==> config.mk <==
export PLATFORM = sky130hd
export DESIGN_NAME = spm_lsu
export DESIGN_NICKNAME = d
export VERILOG_FILES = /design/src/rtl/spm_lsu.sv
export SDC_FILE = /design/constraint.sdc
export NUM_CORES = 1
export LEC_CHECK = 0
export ABC_AREA = 1
export ABC_CLOCK_PERIOD_IN_PS = 4800
export CAP_MARGIN = 10
export CORE_ASPECT_RATIO = 0.9
export CORE_MARGIN = 2
export CORE_UTILIZATION = 44
export CTS_CLUSTER_DIAMETER = 30
export DETAILED_ROUTE_END_ITERATION = 16
export PLACE_DENSITY = 0.83
export SYNTH_ARGS = -nofsm -noshare
export SYNTH_HDL_FRONTEND = slang
export SYNTH_SLANG_ARGS = --single-unit
==> constraint.sdc <==
create_clock -name clk -period 4.8 [get_ports clk]
set_clock_uncertainty 0.2 [all_clocks]
set_input_delay 0.48 -clock clk [delete_from_list [all_inputs] [get_ports clk]]
set_output_delay 0.48 -clock clk [all_outputs]
set_load 0.1 [all_outputs]
==> src/rtl/spm_lsu.sv <==
// spm_lsu -- MEM-stage load/store initiator for the SPM data port.
//
// Accepts one load/store at a time. Sub-word loads are extracted from a full
// word read and sign/zero-extended; sub-word stores are read-modify-write
// because the SPM only writes whole words. Byte lanes are big-endian:
// byte offset o lives in word bits [31-8o:24-8o].
//
// Ports:
//   clk, rst            clock, asynchronous active-high reset
//   req/ready           request strobe, accepted only while ready=1 (IDLE)
//   we/size/uns/addr/wdata  request fields (size 00 byte, 01 half, 1x word)
//   rdata/done/err      registered response, valid while done=1
//   spm_addr/spm_as_/spm_rw/spm_wr_data/spm_rd_data  SPM data port
//
// Configuration macro: SPM_LSU_MISALIGN_CHK_EN
//   defined   : misaligned half/word requests complete with err=1, no SPM access
//   undefined : err tied to 0, low address bits ignored for half/word
module spm_lsu #(
    parameter logic READ  = 1'b1,
    parameter logic WRITE = 1'b0
) (
    input  logic        clk,
    input  logic        rst,
    input  logic        req,
    output logic        ready,
    input  logic        we,
    input  logic [1:0]  size,
    input  logic        uns,
    input  logic [31:0] addr,
    input  logic [31:0] wdata,
    output logic [31:0] rdata,
    output logic        done,
    output logic        err,
    output logic [29:0] spm_addr,
    output logic        spm_as_,
    output logic        spm_rw,
    output logic [31:0] spm_wr_data,
    input  logic [31:0] spm_rd_data
);

    typedef enum logic [1:0] {IDLE, RD, WR, RESP} state_t;

    state_t      state_q, state_d;
    logic        we_q, we_d, uns_q, uns_d, mis_q, mis_d;
    logic [1:0]  size_q, size_d, off_q, off_d;
    logic [31:0] wdata_q, wdata_d, res_q, res_d;
    logic        ready_q, ready_d, done_q, done_d, err_q, err_d;
    logic        spm_as_q, spm_as_d, spm_rw_q, spm_rw_d;
    logic [31:0] rdata_q, rdata_d, spm_wr_data_q, spm_wr_data_d;
    logic [29:0] spm_addr_q, spm_addr_d;

    logic        mis;
    logic [7:0]  ld_byte;
    logic [15:0] ld_half;
    logic [31:0] ld_ext, merged;

`ifdef SPM_LSU_MISALIGN_CHK_EN
    assign mis = (size == 2'b01 && addr[0]) || (size[1] && addr[1:0] != 2'b00);
`else
    // Without checking, half uses only addr[1] and word ignores addr[1:0].
    assign mis = 1'b0;
`endif

    // Lane extraction and merge, operating on the word returned during RD.
    always_comb begin
        case (off_q)
            2'd0:    ld_byte = spm_rd_data[31:24];
            2'd1:    ld_byte = spm_rd_data[23:16];
            2'd2:    ld_byte = spm_rd_data[15:8];
            default: ld_byte = spm_rd_data[7:0];
        endcase
        ld_half = off_q[1] ? spm_rd_data[15:0] : spm_rd_data[31:16];

        if (size_q[1])
            ld_ext = spm_rd_data;
        else if (size_q[0])
            ld_ext = {{16{~uns_q & ld_half[15]}}, ld_half};
        else
            ld_ext = {{24{~uns_q & ld_byte[7]}}, ld_byte};

        merged = spm_rd_data;
        if (size_q[0]) begin
            if (off_q[1]) merged[15:0]  = wdata_q[15:0];
            else          merged[31:16] = wdata_q[15:0];
        end else begin
            case (off_q)
                2'd0:    merged[31:24] = wdata_q[7:0];
                2'd1:    merged[23:16] = wdata_q[7:0];
                2'd2:    merged[15:8]  = wdata_q[7:0];
                default: merged[7:0]   = wdata_q[7:0];
            endcase
        end
    end

    always_comb begin
        state_d       = state_q;
        we_d          = we_q;
        uns_d         = uns_q;
        mis_d         = mis_q;
        size_d        = size_q;
        off_d         = off_q;
        wdata_d       = wdata_q;
        res_d         = res_q;
        spm_addr_d    = spm_addr_q;
        spm_wr_data_d = spm_wr_data_q;

        case (state_q)
            IDLE: if (req) begin
                we_d       = we;
                size_d     = size;
                uns_d      = uns;
                off_d      = addr[1:0];
                wdata_d    = wdata;
                mis_d      = mis;
                res_d      = '0;    // stores and errors report rdata=0
                spm_addr_d = {addr[29:2], 2'b00};
                if (mis) begin
                    state_d = RESP;
                end else if (!we || !size[1]) begin
                    state_d = RD;
                end else begin
                    state_d       = WR;
                    spm_wr_data_d = wdata;
                end
            end
            RD: begin
                if (we_q) begin
                    state_d       = WR;
                    spm_wr_data_d = merged;
                end else begin
                    state_d = RESP;
                    res_d   = ld_ext;
                end
            end
            WR:      state_d = RESP;
            default: state_d = IDLE;
        endcase

        // Port outputs are registered from the next state so they line up
        // with the state they belong to.
        ready_d  = (state_d == IDLE);
        spm_as_d = !(state_d == RD || state_d == WR);
        spm_rw_d = (state_d == WR) ? WRITE : READ;
        // Response flops load while in RESP, so done appears one cycle later.
        done_d   = (state_q == RESP);
        rdata_d  = (state_q == RESP) ? res_q : '0;
        err_d    = (state_q == RESP) && mis_q;
    end

    always_ff @(posedge clk or posedge rst) begin
        if (rst) begin
            state_q       <= IDLE;
            we_q          <= 1'b0;
            uns_q         <= 1'b0;
            mis_q         <= 1'b0;
            size_q        <= 2'b00;
            off_q         <= 2'b00;
            wdata_q       <= '0;
            res_q         <= '0;
            ready_q       <= 1'b1;
            done_q        <= 1'b0;
            err_q         <= 1'b0;
            rdata_q       <= '0;
            spm_as_q      <= 1'b1;
            spm_rw_q      <= READ;
            spm_addr_q    <= '0;
            spm_wr_data_q <= '0;
        end else begin
            state_q       <= state_d;
            we_q          <= we_d;
            uns_q         <= uns_d;
            mis_q         <= mis_d;
            size_q        <= size_d;
            off_q         <= off_d;
            wdata_q       <= wdata_d;
            res_q         <= res_d;
            ready_q       <= ready_d;
            done_q        <= done_d;
            err_q         <= err_d;
            rdata_q       <= rdata_d;
            spm_as_q      <= spm_as_d;
            spm_rw_q      <= spm_rw_d;
            spm_addr_q    <= spm_addr_d;
            spm_wr_data_q <= spm_wr_data_d;
        end
    end

    assign ready       = ready_q;
    assign done        = done_q;
    assign err         = err_q;
    assign rdata       = rdata_q;
    assign spm_as_     = spm_as_q;
    assign spm_rw      = spm_rw_q;
    assign spm_addr    = spm_addr_q;
    assign spm_wr_data = spm_wr_data_q;

endmodule

==> results.md, run 1 <==
- Worst-Margin Slew: 1.02 ns
- Final Routed Wirelength: 21,200 um
- Synth area leaders: dfrtp_1 50%, nand2_1 11%, a21oi_1 7.8%
- Area growth from synthesis to layout: 36.4%
- Register area share after synthesis: 51.5%
- Antenna violations before repair: 0
- Initial core utilization: 45.4%
- CP endpoint: res_q[1]
- CP Buf/Inv Count: 5
- Vias in the first global route: 6,621
- Final Slew Violations: 0
- Met2 Usage GRT: 37.2%
- Die W: 141 um
- Tcrit/Tclk final: 60.6%
- Slowest CP cell: nand2_1
- I/O Buffers: 196
- Max Clock Freq: 0.344 GHz
- GR Layer Usage met3: 7.23%
- Busiest grt layer: met2
- Stages on worst setup path: 10
- Crit path launch type: flip-flop
- Minimum clock period: 2.91 ns
- Antenna-violating nets left: 0
- Crit-path leading delay family: buffers and inverters
- Critical Path Max Stage Delay: 0.57 ns
- Cell taking the most area after synthesis: dfrtp_1
- Die Ht: 127 um
- Number of primary I/O pins: 202
- Cell row count: 44
- Final antenna diode count: 0
- Synth Area in Compound Gates: 15.8%
- Post_cts resized: 0
- Post-CTS setup buffers: 0
- Routed length per instance: 16.4 um
- Post-synth EDFFs: 0
- Hold path startpoint: res_q[3]
- CP Max Fanout: 42
- R2r worst-path depth: 10
- FF+latch count, synth: 152
- RR Endpoint: res_q[1]
- Synth cell types: 27
- Critical R2R Launch: state_q[1]
- DRC: 0
- Simple-gate share of the synthesized area: 18.7%
- Status: finished clean
- Pin count of the biggest net entering global routing: 100
- CTS tree: built
- Fraction of the mapped netlist area in adder cells: 1.01%
- Post-synth ARST share: 100%
- Total gr overflow: 0
- Most Frequent Cell on Critical Path: nand2_1
- CTS Hold Bufs: 0
- Final setup vio count: 0
- Critical Path RT: 4.92 ns
- Setup TNS: 0 ns
- Final Hold Viols: 0
- Hold Crit Class: reg -> reg
- Post-Synthesis Cells: 902
- Final WS setup: 1.89 ns
- Post-DP HPWL: 14,900 um
- Clock tree sinks: 152
- First-pass GRT wire length: 34,400 um
- Fraction of layout cells with a size suffix above 1: 8.81%
- Crit Path Class: reg -> reg
- RSZ-0062 raised after global routing: no
- R2r setup slk: 1.89 ns
- Clock buffer count from CTS: 17
- Beginning of the critical path: state_q[1]
- Final #Nets: 1,186
- Largest family of logic cells by synthesized area: simple AND/OR/NAND/NOR gates
- Initial DRT Pass Iterations: 7
- Layout fillers: 1,416
- Routed vias/inst: 5.33
- Worst-Skew Late Latency: 0.43 ns
- Met1 usage: 33.3%
- Initial DRC Count: 717
- Core Area: 16,300 sq um
- CP Capture Type: flip-flop
- Clock root cell: clkbuf_16
- Multiplexer area fraction after synthesis: 5.63%
- Worst Path Arrival: 3.03 ns
- Max Root-Sink Buffers: 2
- Mapped Area: 7400 sq um
- Clock-pin slew on the worst setup and hold paths: 0.06 ns
- Max-cap violations: 0
- Xor/xnor share of the synthesized area: 0%
- Commonest register cell after synthesis: dfrtp_1
- Die area: 17,900 sq um
- Normalized max-slew margin: 31.8%
- Ys Warns: 0
- Syn avg cell area: 8.20 sq um
- Htree depth: 4
- Gpl congestion: 0.918
- Pre-CTS setup slack: 1.93 ns
- GRT Util Overall: 24.3%
- Critical path, cell by cell: inv_1, ha_1, buf_4, inv_2, buf_4, o21ai_2, nand2_1, inv_1, nand2_1, nand2_1
- Area fraction of the dominant cell type after synthesis: 50.4%
- Vias: 6,908
- Final Util: 61.9%
-- logic make-up (layout without fill, tap and decap cells) --
family | count (synthesis) | after routing
other | 1 | 3
buffers and inverters | 135 | 321
flip-flops | 152 | 152
multiplexers | 37 | 37
AND/OR/NAND/NOR | 350 | 350
AO/OA/AOI/OAI | 221 | 221
adder cells (fa/ha/maj) | 6 | 6
-- sequential cells by signal, summed over array words and instances, names as in the netlist, 2 cells and up --
register	cells
state_q	2
rdata	32
spm_wr_data	32
off_q	2
size_q	2
res_q	32
wdata_q	16
spm_addr	28
-- synthesized netlist by cell type, types with 2 or more instances --
cell      instances
o22ai_1           8
nor3_1            7
nand2_2           4
dfstp_2           3
o21ai_0          74
mux2_2           37
inv_2             5
buf_4             5
a31oi_1           2
nand3_1          19
nor2_1           93
nand2_1         224
o21ai_1           2
o211ai_1         18
dfrtp_1         149
buf_2            16
ha_1              6
clkbuf_1         30
a21oi_1         116
inv_1            77
-- worst min-delay path, cell delays in order (launching register included) --
cell and delay [ns]:
dfrtp_1 0.34, nand2_1 0.05, inv_1 0.04
-- metrics by stage --
step           hold slack (ns)  cells  cell area (sq um)
3_5_place_dp             0.254   1264               9470
2_1_floorplan            0.233    904               7410
5_1_grt                  0.285   1297              10100
3_3_place_gp             0.248   1264               9470
4_1_cts                  0.261   1296              10100
6_report                 0.255   1297              10100
-- per-layer routing --
layer  vias up  routed length, um
li1       3278                  -
met1      3261               8860
met2       322               9830
met3        47               1990
met4         0                567
met5         -                  0
-- cell usage in the layout, fill, tap and decap left out, drive strengths merged --
master         netlist  routed
a21oi              116     116
inv                 82      83
buf                 22      10
clkinvlp             0       3
o211ai              18      18
ha                   6       6
mux2                37      37
or2                  1       1
bufinv               0       2
dfstp                3       3
nand3               19      19
o21ai               77      77
nor3                 7       7
nor2                95      95
clkinv               1       5
conb                 1       3
nand2              228     228
a31oi                2       2
o22ai                8       8
clkbuf              30      22
dfrtp              149     149
clkdlybuf4s50        0     196
-- worst min-delay path by stage --
stage                     end  cells past startpoint
floorplan            rdata[0]                      2
global placement     rdata[1]                      2
CTS                  rdata[3]                      2
global route         rdata[4]                      2
finish               rdata[3]                      2
detailed placement  rdata[19]                      2
-- cell type report --
cell class,instances,area (sq um),share of cell area [%]
repair buffers,206,2060,20.4
clock inverters,10,119,1.18
flip-flops and latches,152,3810,37.7
clock buffers,22,474,4.70
multi-input cells,617,3060,30.3
well taps,207,259,2.57
inverters,83,317,3.14
Power of run 1 is not shown: default switching activity piles up to over one toggle a cycle in this logic, so the estimate is an artifact.
==> inputs of run 2 (changes only) <==
--- a/config.mk
+++ b/config.mk
@@ -6,14 +6,14 @@
 export NUM_CORES = 1
 export LEC_CHECK = 0
 export ABC_AREA = 1
-export ABC_CLOCK_PERIOD_IN_PS = 4800
+export ABC_CLOCK_PERIOD_IN_PS = 3100
 export CAP_MARGIN = 10
 export CORE_ASPECT_RATIO = 0.9
 export CORE_MARGIN = 2
-export CORE_UTILIZATION = 44
+export CORE_UTILIZATION = 49
 export CTS_CLUSTER_DIAMETER = 30
 export DETAILED_ROUTE_END_ITERATION = 16
-export PLACE_DENSITY = 0.83
+export PLACE_DENSITY = 0.87
 export SYNTH_ARGS = -nofsm -noshare
 export SYNTH_HDL_FRONTEND = slang
 export SYNTH_SLANG_ARGS = --single-unit
==> constraint.sdc (replaced) <==
create_clock -name clk -period 3.1 [get_ports clk]
set_clock_uncertainty 0.2 [all_clocks]
set_input_delay 0.31 -clock clk [delete_from_list [all_inputs] [get_ports clk]]
set_output_delay 0.31 -clock clk [all_outputs]
set_load 0.1 [all_outputs]
==> run 2 against run 1 <==
Utilization up 5.5 points. Register-to-register slack lost 1.3 ns. Critical path type unchanged. Sequential share of layout area increased by 0.67 points. Design area is 1.7% lower.
==> results.md, run 2 (same netlist as run 1, synthesis figures left out) <==
- Total gr overflow: 0
- Area growth from synthesis to layout: 34.0%
- R2r setup slk: 0.64 ns
- Clock buffer count from CTS: 17
- Critical Path RT: 3.21 ns
- Worst-Margin Slew: 1.15 ns
- Die area: 16,100 sq um
- Post-DP HPWL: 14,800 um
- CTS tree: built
- Die W: 134 um
- First-pass GRT wire length: 33,300 um
- Worst-Skew Late Latency: 0.43 ns
- Final Slew Violations: 0
- RSZ-0062 raised after global routing: no
- Crit Path Class: reg -> reg
- Initial DRT Pass Iterations: 5
- Final Util: 67.4%
- Number of primary I/O pins: 202
- Status: finished clean
- Non-filler instance count after layout: 1,291
- Final Hold Viols: 0
- Vias: 6,896
- Clock tree sinks: 152
- Antenna-violating nets left: 0
- Initial DRC Count: 642
- RR Endpoint: res_q[5]
- Most common cell after layout, fill and taps aside: nand2_1
- Normalized max-slew margin: 23.1%
- Final setup vio count: 0
- CP Max Fanout: 25
- Setup TNS: 0 ns
- Most frequent cells in the layout: 224 x nand2_1, 148 x dfrtp_1, 116 x a21oi_1, 106 x buf_4, 100 x clkdlybuf4s50_1
- Core Area: 14,700 sq um
- Htree depth: 4
- Clock root cell: clkbuf_16
- Antenna violations before repair: 0
- CTS Hold Bufs: 0
- Routed length per instance: 16.1 um
- Tcrit/Tclk final: 79.4%
- Initial core utilization: 50.3%
- Final antenna diode count: 0
- Max-cap violations: 0
- Max Clock Freq: 0.406 GHz
- Minimum clock period: 2.46 ns
- I/O Buffers: 196
- Cell row count: 42
- Gpl congestion: 0.897
- Hold Crit Class: in -> async
- CP Capture Type: flip-flop
- GRT Util Overall: 26.5%
- Beginning of the critical path: state_q[1]
- Crit path launch type: flip-flop
- Vias in the first global route: 6,458
- R2r worst-path depth: 9
- DRC: 0
- Post-CTS setup buffers: 0
- Max Root-Sink Buffers: 2
- Worst Path Arrival: 2.57 ns
- Clock-pin slew on the worst setup and hold paths: 0.06 ns
- Post_cts resized: 0
- Die Ht: 121 um
- Final Routed Wirelength: 20,700 um
- Pin count of the biggest net entering global routing: 64
- Critical R2R Launch: state_q[1]
- Final #Nets: 1,189
- Placed cell count: 1,259
- Fraction of layout cells with a size suffix above 1: 17.8%
- Routed vias/inst: 5.34
[run 2: through the flow]
| step | hold slack, ns | cell area, sq um | worst slack [ns] |
|---|---|---|---|
| after floorplan | 0.233 | 7410 | 0.676 |
| after global placement | 0.242 | 9290 | 0.735 |
| after detailed placement | 0.254 | 9290 | 0.695 |
| after CTS | 0.151 | 9910 | 0.676 |
| after global routing | 0.181 | 9910 | 0.395 |
| final | 0.139 | 9910 | 0.639 |
[run 2: routing by layer]
| layer | global-route usage (%) | routed length (um) | share of wire [%] |
|---|---|---|---|
| met5 | 0 | 0 | 0 |
| met3 | 7.00 | 1670 | 8.1 |
| met1 | 35.7 | 8770 | 42 |
| met4 | 9.44 | 561 | 2.7 |
| met2 | 41.5 | 9730 | 47 |
[run 2: final cells by class]
class / count / area, sq um
tap: 198 / 248
sequential: 152 / 3810
multi-input combinational: 617 / 3060
clock inverter: 11 / 169
fill: 1208 / 4800
inverter: 83 / 315
timing repair buffer: 209 / 1860
clock buffer: 21 / 460
[run 2: worst max-delay path by stage]
stage	to	slack (ns)	depth (start not counted)
final	res_q[5]	0.64	9
after global routing	res_q[7]	0.40	9
after CTS	spm_wr_data[6]	0.68	10
after detailed placement	res_q[5]	0.70	9
after global placement	res_q[5]	0.74	9
after floorplan	done	0.68	1
[run 2: critical path, stage by stage, from the launching register on]
cell and delay [ns]:
dfrtp_1 0.40, inv_1 0.08, ha_1 0.22, buf_4 0.23, nand2_1 0.11, inv_1 0.08
nand2_1 0.53, inv_1 0.28, nand2_1 0.16, nand2_1 0.06
Power of run 2 is left out for the same reason.
==> inputs of run 3 (changes only) <==
--- a/config.mk
+++ b/config.mk
@@ -6,7 +6,7 @@
 export NUM_CORES = 1
 export LEC_CHECK = 0
 export ABC_AREA = 1
-export ABC_CLOCK_PERIOD_IN_PS = 3100
+export ABC_CLOCK_PERIOD_IN_PS = 2270
 export CAP_MARGIN = 10
 export CORE_ASPECT_RATIO = 0.9
 export CORE_MARGIN = 2
==> constraint.sdc (replaced) <==
create_clock -name clk -period 2.27 [get_ports clk]
set_clock_uncertainty 0.2 [all_clocks]
set_input_delay 0.227 -clock clk [delete_from_list [all_inputs] [get_ports clk]]
set_output_delay 0.227 -clock clk [all_outputs]
set_load 0.1 [all_outputs]
==> run 3 against run 2 <==
First-iteration DRC count decreased by 11%. Sequential share of layout area decreased by 0.22 points. Register-to-register slack got worse by 0.45 ns. Routed wire length about the same. Worst setup slack got worse by 0.45 ns. Flip-flop and latch count unchanged. Critical path depth increased by 1. Hold slack got worse by 0.065 ns. Die area unchanged. Clock-buffer cell count increased by 3. Via count decreased by 0.42%. Design area increased by 0.57%.
==> results.md, run 3 (same netlist as run 1, synthesis figures left out) <==
- GRT Util Overall: 26.8%
- Final antenna diode count: 0
- Max Root-Sink Buffers: 2
- Final Slew Violations: 0
- Status: finished clean
- Hold Crit Class: in -> async
- Pin count of the biggest net entering global routing: 64
- Normalized max-slew margin: 57.8%
- RSZ-0062 raised after global routing: no
- Cell row count: 42
- Initial core utilization: 50.3%
- Htree depth: 4
- Worst-Skew Late Latency: 0.42 ns
- Area growth from synthesis to layout: 34.8%
- Clock-pin slew on the worst setup and hold paths: 0.06 ns
- Post-CTS setup buffers: 0
- Post-DP HPWL: 14,900 um
- Setup TNS: 0 ns
- Number of primary I/O pins: 202
- Fraction of layout cells with a size suffix above 1: 18.4%
- Crit path launch type: flip-flop
- Worst-Margin Slew: 0.632 ns
- Min Hold Slack: 0.0734 ns
- Layout fillers: 1,232
- Vias in the first global route: 6,558
- Core Area: 14,700 sq um
- Total gr overflow: 0
- Max Clock Freq: 0.479 GHz
- Antenna violations before repair: 0
- Routed vias/inst: 5.28
- Final Routed Wirelength: 20,800 um
- Critical R2R Launch: state_q[1]
- Final setup vio count: 0
- Initial DRC Count: 570
- R2r setup slk: 0.18 ns
- Worst Path Arrival: 2.19 ns
- Vias: 6,867
- I/O Buffers: 196
- Initial DRT Pass Iterations: 5
- Clock buffer count from CTS: 17
- R2r worst-path depth: 10
- Critical Path RT: 2.37 ns
- Final #Nets: 1,198
- Most common cell after layout, fill and taps aside: nand2_1
- CP Max Fanout: 19
- Fin area: 9970 sq um
- Final Hold Viols: 0
- Tcrit/Tclk final: 91.9%
- Most frequent cells in the layout: 224 x nand2_1, 148 x dfrtp_1, 116 x a21oi_1, 114 x buf_4, 100 x clkdlybuf4s50_1
- Clock root cell: clkbuf_16
- DRC: 0
- Routed length per instance: 16.0 um
- Clock tree sinks: 152
- Die W: 134 um
- Placed Area: 9370 sq um
- Gpl congestion: 0.908
- Die Ht: 121 um
- Antenna-violating nets left: 0
- Max-cap violations: 0
- Die area: 16,100 sq um
- CP Capture Type: flip-flop
- RR Endpoint: spm_wr_data[15]
- First-pass GRT wire length: 33,800 um
- Minimum clock period: 2.09 ns
- CTS tree: built
- Crit Path Class: reg -> reg
-- run 3: through the flow --
step	utilization (%)	setup WS, ns	cells
global placement	63.6	0.274	1268
floorplan	-	-0.0715	904
global route	67.8	0.0335	1300
CTS	67.7	0.151	1300
detailed placement	63.6	0.202	1268
finish	67.8	0.184	1300
-- run 3: timing repair --
| action | CTS | global route |
|---|---|---|
| gates resized for setup | 0 | 1 |
| setup endpoints to repair | 0 | 1 |
| hold buffers | 0 | 0 |
-- run 3: layout make-up --
cell class	count	area [sq um]	share of cell area [%]
sequential	152	3810	38.2
inverter	83	315	3.16
clock inverter	8	121	1.22
multi-input combinational	617	3060	30.7
tap	198	248	2.48
clock buffer	24	482	4.83
timing repair buffer	218	1940	19.4
-- run 3: critical path, stage by stage (launching register included) --
cell and delay (ns):
dfrtp_1 0.42, inv_1 0.10, ha_1 0.22, inv_2 0.06
o21ai_2 0.21, inv_2 0.09, nor2_8 0.13, inv_2 0.05
buf_4 0.20, a21oi_1 0.19, a21oi_1 0.10
-- run 3: worst max-delay path by stage --
stage | from | end | slack [ns] | depth (start not counted)
2_1_floorplan | rst | done | -0.07 | 1
3_3_place_gp | state_q[0] | spm_wr_data[30] | 0.27 | 10
3_5_place_dp | state_q[0] | spm_wr_data[25] | 0.20 | 10
4_1_cts | state_q[0] | spm_wr_data[15] | 0.15 | 10
5_1_grt | state_q[1] | spm_wr_data[15] | 0.03 | 10
6_report | state_q[1] | spm_wr_data[15] | 0.18 | 10
-- run 3: layer usage --
layer / vias to the layer above / track usage, % / share of wire [%]
li1: 3295 / - / -
met1: 3236 / 36.7 / 43
met2: 304 / 42.6 / 48
met3: 32 / 6.16 / 7.7
met4: 0 / 8.91 / 2.2
met5: - / 0 / 0
Power of run 3 is left out for the same reason.
